<file path="src/rtl/countdown_pkg.sv">
// Shared definitions for the countdown timer.
//   state_e      : FSM state encoding (IDLE, RUN, PAUSED, DONE)
//   bcd_time_t   : {min_tens, min_ones, sec_tens, sec_ones}, one BCD digit each
//   preset_valid : true when every digit is <= 9 and sec_tens is <= 5
//   bcd_decrement: subtract one second with BCD borrow (caller guarantees non-zero)
package countdown_pkg;

    typedef enum logic [1:0] {
        ST_IDLE   = 2'd0,
        ST_RUN    = 2'd1,
        ST_PAUSED = 2'd2,
        ST_DONE   = 2'd3
    } state_e;

    localparam logic [3:0]  BCD_ONES_MAX          = 4'd9;
    localparam logic [3:0]  BCD_TENS_MAX          = 4'd5;
    localparam int unsigned TICKS_PER_SEC_DEFAULT = 1000;

    typedef struct packed {
        logic [3:0] min_tens;
        logic [3:0] min_ones;
        logic [3:0] sec_tens;
        logic [3:0] sec_ones;
    } bcd_time_t;

    function automatic logic preset_valid(input bcd_time_t t);
        return (t.min_tens <= BCD_ONES_MAX) && (t.min_ones <= BCD_ONES_MAX) &&
               (t.sec_tens <= BCD_TENS_MAX) && (t.sec_ones <= BCD_ONES_MAX);
    endfunction

    function automatic bcd_time_t bcd_decrement(input bcd_time_t t);
        bcd_time_t r;
        r = t;
        if (t.sec_ones != 4'd0) begin
            r.sec_ones = t.sec_ones - 4'd1;
        end else begin
            r.sec_ones = BCD_ONES_MAX;
            if (t.sec_tens != 4'd0) begin
                r.sec_tens = t.sec_tens - 4'd1;
            end else begin
                r.sec_tens = BCD_TENS_MAX;
                if (t.min_ones != 4'd0) begin
                    r.min_ones = t.min_ones - 4'd1;
                end else begin
                    r.min_ones = BCD_ONES_MAX;
                    r.min_tens = t.min_tens - 4'd1;
                end
            end
        end
        return r;
    endfunction

endpackage

</file>
<file path="src/rtl/countdown_core_sec_prescaler.sv">
// Rising-edge detector on the divided tick level plus a prescaler that
// emits a one-cycle sec_tick_o every TICKS_PER_SEC counted edges.
//   clk_i, rst_i : clock / synchronous active-high reset
//   tick_src_i   : divided-clock level, synchronous to clk_i
//   enable_i     : count edges only while set (held off while paused)
//   clear_i      : force the count back to zero
//   sec_tick_o   : combinational, high in the cycle of the wrapping edge
module sec_prescaler
    import countdown_pkg::*;
#(
    parameter int unsigned TICKS_PER_SEC = TICKS_PER_SEC_DEFAULT
) (
    input  logic clk_i,
    input  logic rst_i,
    input  logic tick_src_i,
    input  logic enable_i,
    input  logic clear_i,
    output logic sec_tick_o
);

    localparam logic [15:0] LAST = 16'(TICKS_PER_SEC - 1);

    logic        prev_q;
    logic [15:0] cnt_q, cnt_d;
    logic        tick_edge;

    assign tick_edge  = tick_src_i & ~prev_q;
    assign sec_tick_o = enable_i & ~clear_i & tick_edge & (cnt_q == LAST);

    always_comb begin
        cnt_d = cnt_q;
        if (clear_i) begin
            cnt_d = '0;
        end else if (enable_i && tick_edge) begin
            cnt_d = (cnt_q == LAST) ? '0 : cnt_q + 16'd1;
        end
    end

    always_ff @(posedge clk_i) begin
        if (rst_i) begin
            prev_q <= 1'b0;
            cnt_q  <= '0;
        end else begin
            prev_q <= tick_src_i;
            cnt_q  <= cnt_d;
        end
    end

endmodule

</file>
<file path="src/rtl/countdown_core.sv">
// MM:SS countdown timer in BCD with load/start/pause commands.
//   clk_in, rst          : clock / synchronous active-high reset
//   tick_src             : divided-clock level; TICKS_PER_SEC rising edges = 1 s
//   preset               : BCD {min_tens, min_ones, sec_tens, sec_ones}
//   load, start, pause   : single-cycle commands, priority load > pause > start
//   min_tens..sec_ones   : remaining time
//   running/paused/expired : registered state flags
//   done_pulse, load_err : one-cycle event flags
module countdown_core
    import countdown_pkg::*;
#(
    parameter int unsigned TICKS_PER_SEC = TICKS_PER_SEC_DEFAULT
) (
    input  logic        clk_in,
    input  logic        rst,
    input  logic        tick_src,
    input  logic [15:0] preset,
    input  logic        load,
    input  logic        start,
    input  logic        pause,
    output logic [3:0]  min_tens,
    output logic [3:0]  min_ones,
    output logic [3:0]  sec_tens,
    output logic [3:0]  sec_ones,
    output logic        running,
    output logic        paused,
    output logic        expired,
    output logic        done_pulse,
    output logic        load_err
);

    state_e    state_q, state_d;
    bcd_time_t time_q, time_d;
    bcd_time_t stored_q, stored_d;
    bcd_time_t preset_t;
    logic      done_q, done_d;
    logic      err_q, err_d;
    logic      running_q, paused_q, expired_q;
    logic      load_ok, pre_en, pre_clr, sec_tick;

    assign preset_t = preset;
    // Load is ignored in RUN, so only a non-RUN valid load restarts the prescaler.
    assign load_ok  = load && (state_q != ST_RUN) && preset_valid(preset_t);
    // A pause arriving with a due edge swallows that edge entirely.
    assign pre_en   = (state_q == ST_RUN) && !pause;
    assign pre_clr  = (state_q == ST_IDLE) || (state_q == ST_DONE) || load_ok;

    sec_prescaler #(.TICKS_PER_SEC(TICKS_PER_SEC)) u_prescaler (
        .clk_i      (clk_in),
        .rst_i      (rst),
        .tick_src_i (tick_src),
        .enable_i   (pre_en),
        .clear_i    (pre_clr),
        .sec_tick_o (sec_tick)
    );

    always_comb begin
        state_d  = state_q;
        time_d   = time_q;
        stored_d = stored_q;
        done_d   = 1'b0;
        err_d    = 1'b0;
        case (state_q)
            ST_RUN: begin
                if (pause) begin
                    state_d = ST_PAUSED;
                end else if (sec_tick) begin
                    time_d = bcd_decrement(time_q);
                    if (time_d == '0) begin
                        state_d = ST_DONE;
                        done_d  = 1'b1;
                    end
                end
            end
            ST_IDLE, ST_PAUSED, ST_DONE: begin
                if (load) begin
                    if (load_ok) begin
                        time_d   = preset_t;
                        stored_d = preset_t;
                        state_d  = ST_IDLE;
                    end else begin
                        err_d = 1'b1;
                    end
                end else if (start) begin
                    if (state_q == ST_DONE) begin
                        if (stored_q != '0) begin
                            time_d  = stored_q;
                            state_d = ST_RUN;
                        end
                    end else if (time_q != '0) begin
                        state_d = ST_RUN;
                    end
                end
            end
            default: state_d = ST_IDLE;
        endcase
    end

    always_ff @(posedge clk_in) begin
        if (rst) begin
            state_q   <= ST_IDLE;
            time_q    <= '0;
            stored_q  <= '0;
            done_q    <= 1'b0;
            err_q     <= 1'b0;
            running_q <= 1'b0;
            paused_q  <= 1'b0;
            expired_q <= 1'b0;
        end else begin
            state_q   <= state_d;
            time_q    <= time_d;
            stored_q  <= stored_d;
            done_q    <= done_d;
            err_q     <= err_d;
            running_q <= (state_d == ST_RUN);
            paused_q  <= (state_d == ST_PAUSED);
            expired_q <= (state_d == ST_DONE);
        end
    end

    assign min_tens   = time_q.min_tens;
    assign min_ones   = time_q.min_ones;
    assign sec_tens   = time_q.sec_tens;
    assign sec_ones   = time_q.sec_ones;
    assign running    = running_q;
    assign paused     = paused_q;
    assign expired    = expired_q;
    assign done_pulse = done_q;
    assign load_err   = err_q;

endmodule

</file>
<file path="config.mk">
export PLATFORM = sky130hd
export DESIGN_NAME = countdown_core
export DESIGN_NICKNAME = d
export VERILOG_FILES = /design/src/rtl/countdown_pkg.sv /design/src/rtl/countdown_core_sec_prescaler.sv /design/src/rtl/countdown_core.sv
export SDC_FILE = /design/constraint.sdc
export NUM_CORES = 1
export LEC_CHECK = 0
export CORE_ASPECT_RATIO = 0.7
export CORE_MARGIN = 4
export CORE_UTILIZATION = 55
export CTS_CLUSTER_SIZE = 16
export DETAILED_ROUTE_END_ITERATION = 16
export PLACE_DENSITY = 0.8
export SYNTH_ARGS = -nofsm -noshare
export SYNTH_HDL_FRONTEND = slang
export SYNTH_HIERARCHICAL = 1
export SYNTH_SLANG_ARGS = --single-unit
</file>
<file path="constraint.sdc">
create_clock -name clk_in -period 3.6 [get_ports clk_in]
set_input_delay 0.72 -clock clk_in [delete_from_list [all_inputs] [get_ports clk_in]]
set_output_delay 0.72 -clock clk_in [all_outputs]
set_load 0.02 [all_outputs]
</file>
==> flow_summary.toml <==
[drt]
drc_errors = 0
detail_route.iter0.violations = 375
viasPerCell = 6.397
avgRoutedWirePerCell_um = 18.56
count_of_antenna_violating_nets_left_after_detailed_routing = 0
num_vias = 3141
postRouteWirelength_mm = 9.111
drt_pass1_iterations = 5

[cts]
cts_tree = "done"
post_cts_resized = 0
cts.root.buffer_cell = "sky130_fd_sc_hd__clkbuf_8"
cts.htree.levels = 2
clock_sinks = 56
worst_skew_pair.late_latency_ns = 0.32
post-cts-setup-buffer-count = 0
cts-buffers-inserted = 5
cts.hold.buffers_added = 0
clk_pin_slew_ns = 0.10
max-clock-path-buffers = 2

[synthesis]
synth_adder_area_share = 0.02019
synth_mux_area_frac = 0.05412
post_synthesis_average_cell_area_sq_um = 8.153
synthesis.nets = 407
synth-seq-area-share = 0.3619
synth_top_cell_area_share = 0.3619
netlist_area_sq_um = 3098
synth_compound_gate_area_share = 0.1971
yosys_warnings = 6
synth_enable_flop_cells = 0
synth.ff_latch_count = 56
synth_async_sr_flop_share = 0
synth_largest_area_cell = "sky130_fd_sc_hd__dfxtp_1"
synth-xor-area-share = 0.03958
combinational_family_with_the_most_area_after_synthesis = "simple AND/OR/NAND/NOR gates"
post_synth_main_area_contributors = "sky130_fd_sc_hd__dfxtp_1, sky130_fd_sc_hd__nand2_1, sky130_fd_sc_hd__a21oi_1"
synth.lib_cells_used.distinct = 54
synthFlopType = "sky130_fd_sc_hd__dfxtp_1"
synthCells = 380
synth_simple_gate_area_share = 0.2819

[power_and_ir_drop]
power_switching_uw = 364.1
power.internal_uw = 940.0
combinationalPowerShare = 0.185
power.sequential.fraction = 0.498
p_clk_frac = 0.317
power_density_nw_per_um2 = 352.1
static-leakage-power_uw = 0.001271
vdd.ir_drop.worst_mv = 0.2046
sum_of_internal_switching_and_leakage_power_uw = 1304
power.switching_fraction = 0.2792

[run_status]
status = "finished, final reports clean"

[worst_setup_path]
regToRegStartpoint = "state_q[0]$_SDFF_PP0_"
startpoint_type = "input pin"
crit_path_max_fanout = 4
worst-r2r-setup-slack_ns = 0.34
arrival_ns = 3.51
timing.reg2reg.worst_path_depth = 12
reg2reg_to = "expired$_SDFF_PP0_"
critPathSlowestCell = "sky130_fd_sc_hd__clkdlybuf4s50_1"
critPathBufInv = 2
timing.critical_path.cells = "clkdlybuf4s50_1, nand2b_1, inv_1, and4b_1, nand4_1, nor3_1, nor4bb_1, and4b_1, a31oi_1, a311o_1, a211oi_1"
path_common_cell = "sky130_fd_sc_hd__and4b_1"
crit_required_ns = 3.83
worstSetupEndpointType = "register"
path_delay_family = "simple AND/OR/NAND/NOR gates"
class_of_the_most_critical_setup_path = "in2reg"
critical-path-max-stage-delay_ns = 0.46

[cells_and_area]
num-fill-cells = 437
final_layout_size_suffix_gt1_frac = 0.09308
multiInputGateArea_sq_um = 1837
n_antenna_cell = 0
regArea_sq_um = 1121
finalNetCount = 445
areaGrowthSynthToFinish_pct = 19.55
final_design_area_no_fill_sq_um = 3704

[global_route]
grt_antenna_before_repair = 0
first_global_vias = 2874
overflow = 0
global_route_wire_length_before_repair_mm = 14.80
grt_max_degree = 32
grt_use_total = 0.2619

[worst_hold_path]
worst_hold_path_type = "reg2reg"
min_delay_path_depth = 2
hp-start = "stored_q[15]$_SDFFE_PP0P_"
hold_end = "stored_q[15]$_SDFFE_PP0P_"

[sta]
final.setup.worst_slack_ns = 0.3209
timing_hold_violations_final = 0
final_total_negative_setup_slack_ns = 0
timing.final.crit_share = 0.9109
slew_violations = 0
final.setup_skew_ns = 0.01088
final.hold.worst_slack_ns = 0.4824
relSlewSlack = 0.5297
worst_slew_pin_slew_ns = 0.6990
post-route-min-period_ns = 3.279
timing.fmax_mhz = 305.0
report.final.setup_viol = 0
rsz_0062_raised_after_global_routing = "false"

[placement]
numPortBuffers = 42
dp.final_hpwl_mm = 6.665
place_worst_setup_slack_ns = 0.04161
post_dp_cell_area_sq_um = 3596
place_congestion = 1.000

[flow_run]
cap_viol_max_count = 0

[floorplan]
floorplan.initialDensity = 0.5801
fp.dieH_um = 70.79
fp.dieArea_sq_um = 6917
num_rows = 22
die_width_um = 97.71
floorplan.core_area_sq_um = 5340
floorplan.io_pins = 43
[flip-flops by register name (all words and copies together), names as in the netlist, 2 cells and up]
name	cells
stored_q	16
u_prescaler/cnt_q	16
min_ones	4
min_tens	4
sec_ones	4
sec_tens	4
state_q	2
[metal layers]
layer,vias up,wire length (um),GRT usage
met5,-,0,0
met3,14,1044,0.07192
met2,173,3698,0.3751
met1,1470,4257,0.3907
met4,0,110,0.05991
li1,1484,-,-
[layout make-up]
| type | count | share of cell area |
|---|---|---|
| inverter | 12 | 0.01216 |
| clock buffer | 6 | 0.01959 |
| sequential | 56 | 0.3027 |
| clock inverter | 2 | 0.009459 |
| tap | 72 | 0.02432 |
| timing repair buffer | 53 | 0.1358 |
| multi-input combinational | 290 | 0.4959 |
[power by group through the flow]
stage	Combinational, uW	Sequential (uW)	Clock, uW
after detailed placement	233	662	0
after global routing	259	651	441
after global placement	231	662	0
after floorplan	140	665	0
final	241	649	414
after CTS	235	648	415
[cell usage in the layout (no fill, tap or decap), types with 3 or more instances in the layout]
cell,count
sky130_fd_sc_hd__dfxtp_1,56
sky130_fd_sc_hd__nand2_1,48
sky130_fd_sc_hd__clkdlybuf4s50_1,42
sky130_fd_sc_hd__nor2_1,36
sky130_fd_sc_hd__a21oi_1,30
sky130_fd_sc_hd__o21ai_0,16
sky130_fd_sc_hd__nor4_1,13
sky130_fd_sc_hd__inv_1,12
sky130_fd_sc_hd__nand3_1,11
sky130_fd_sc_hd__buf_4,11
sky130_fd_sc_hd__nand4_1,10
sky130_fd_sc_hd__nor3_1,10
sky130_fd_sc_hd__mux2i_1,10
sky130_fd_sc_hd__xnor2_1,10
sky130_fd_sc_hd__o32ai_1,6
sky130_fd_sc_hd__mux2_2,6
sky130_fd_sc_hd__a211oi_1,5
sky130_fd_sc_hd__a22oi_1,5
sky130_fd_sc_hd__ha_1,5
sky130_fd_sc_hd__clkbuf_8,5
sky130_fd_sc_hd__and4b_1,4
sky130_fd_sc_hd__a31oi_1,4
sky130_fd_sc_hd__or3_1,4
sky130_fd_sc_hd__a32o_1,4
sky130_fd_sc_hd__o221ai_1,4
sky130_fd_sc_hd__o211ai_1,4
sky130_fd_sc_hd__xor2_1,4
sky130_fd_sc_hd__nand2b_1,3
sky130_fd_sc_hd__or4_4,3
sky130_fd_sc_hd__o22ai_1,3
sky130_fd_sc_hd__nor2b_1,3
[stage by stage]
step | util | cells
CTS | 0.6935 | 491
detailed placement | 0.6734 | 483
global placement | 0.6734 | 483
global route | 0.6935 | 491
floorplan | - | 380
finish | 0.6935 | 491
[synth_stat cells (5+ instances only)]
cell type                  instances
sky130_fd_sc_hd__dfxtp_1          56
sky130_fd_sc_hd__nand2_1          48
sky130_fd_sc_hd__nor2_1           36
sky130_fd_sc_hd__a21oi_1          30
sky130_fd_sc_hd__o21ai_0          16
sky130_fd_sc_hd__clkbuf_1         14
sky130_fd_sc_hd__nor4_1           13
sky130_fd_sc_hd__inv_1            12
sky130_fd_sc_hd__nand3_1          11
sky130_fd_sc_hd__mux2i_1          10
sky130_fd_sc_hd__nand4_1          10
sky130_fd_sc_hd__nor3_1           10
sky130_fd_sc_hd__xnor2_1          10
sky130_fd_sc_hd__mux2_2            6
sky130_fd_sc_hd__o32ai_1           6
sky130_fd_sc_hd__a211oi_1          5
sky130_fd_sc_hd__a22oi_1           5
sky130_fd_sc_hd__ha_1              5
[kinds of logic after synthesis]
group | after synthesis
and+or+nand+nor | 163
AOI/OAI and AO/OA | 92
DFF | 56
buffers and inverters | 34
muxes | 16
xor gates and xnor gates | 14
adders and majority gates | 5
[worst reg2reg max path: cells and delay by family (launching register included)]
| family | cells | cell delay (ns) |
|---|---|---|
| buf+inv | 2 | 0.42 |
| simple gates | 6 | 1.29 |
| fa+ha+maj | 1 | 0.23 |
| compound gates | 3 | 0.72 |
| flops | 1 | 0.52 |
[worst max path at each step]
| stage | start | to | slack [ns] | depth (start not counted) |
|---|---|---|---|---|
| 2_1_floorplan | preset[1] | paused$_SDFF_PP0_ | 0.69 | 11 |
| 3_3_place_gp | pause | paused$_SDFF_PP0_ | 0.21 | 11 |
| 3_5_place_dp | pause | expired$_SDFF_PP0_ | 0.04 | 11 |
| 4_1_cts | pause | expired$_SDFF_PP0_ | 0.34 | 11 |
| 5_1_grt | state_q[0]$_SDFF_PP0_ | expired$_SDFF_PP0_ | 0.12 | 12 |
| 6_report | pause | expired$_SDFF_PP0_ | 0.32 | 11 |
Power figures use the tool's default switching activity.
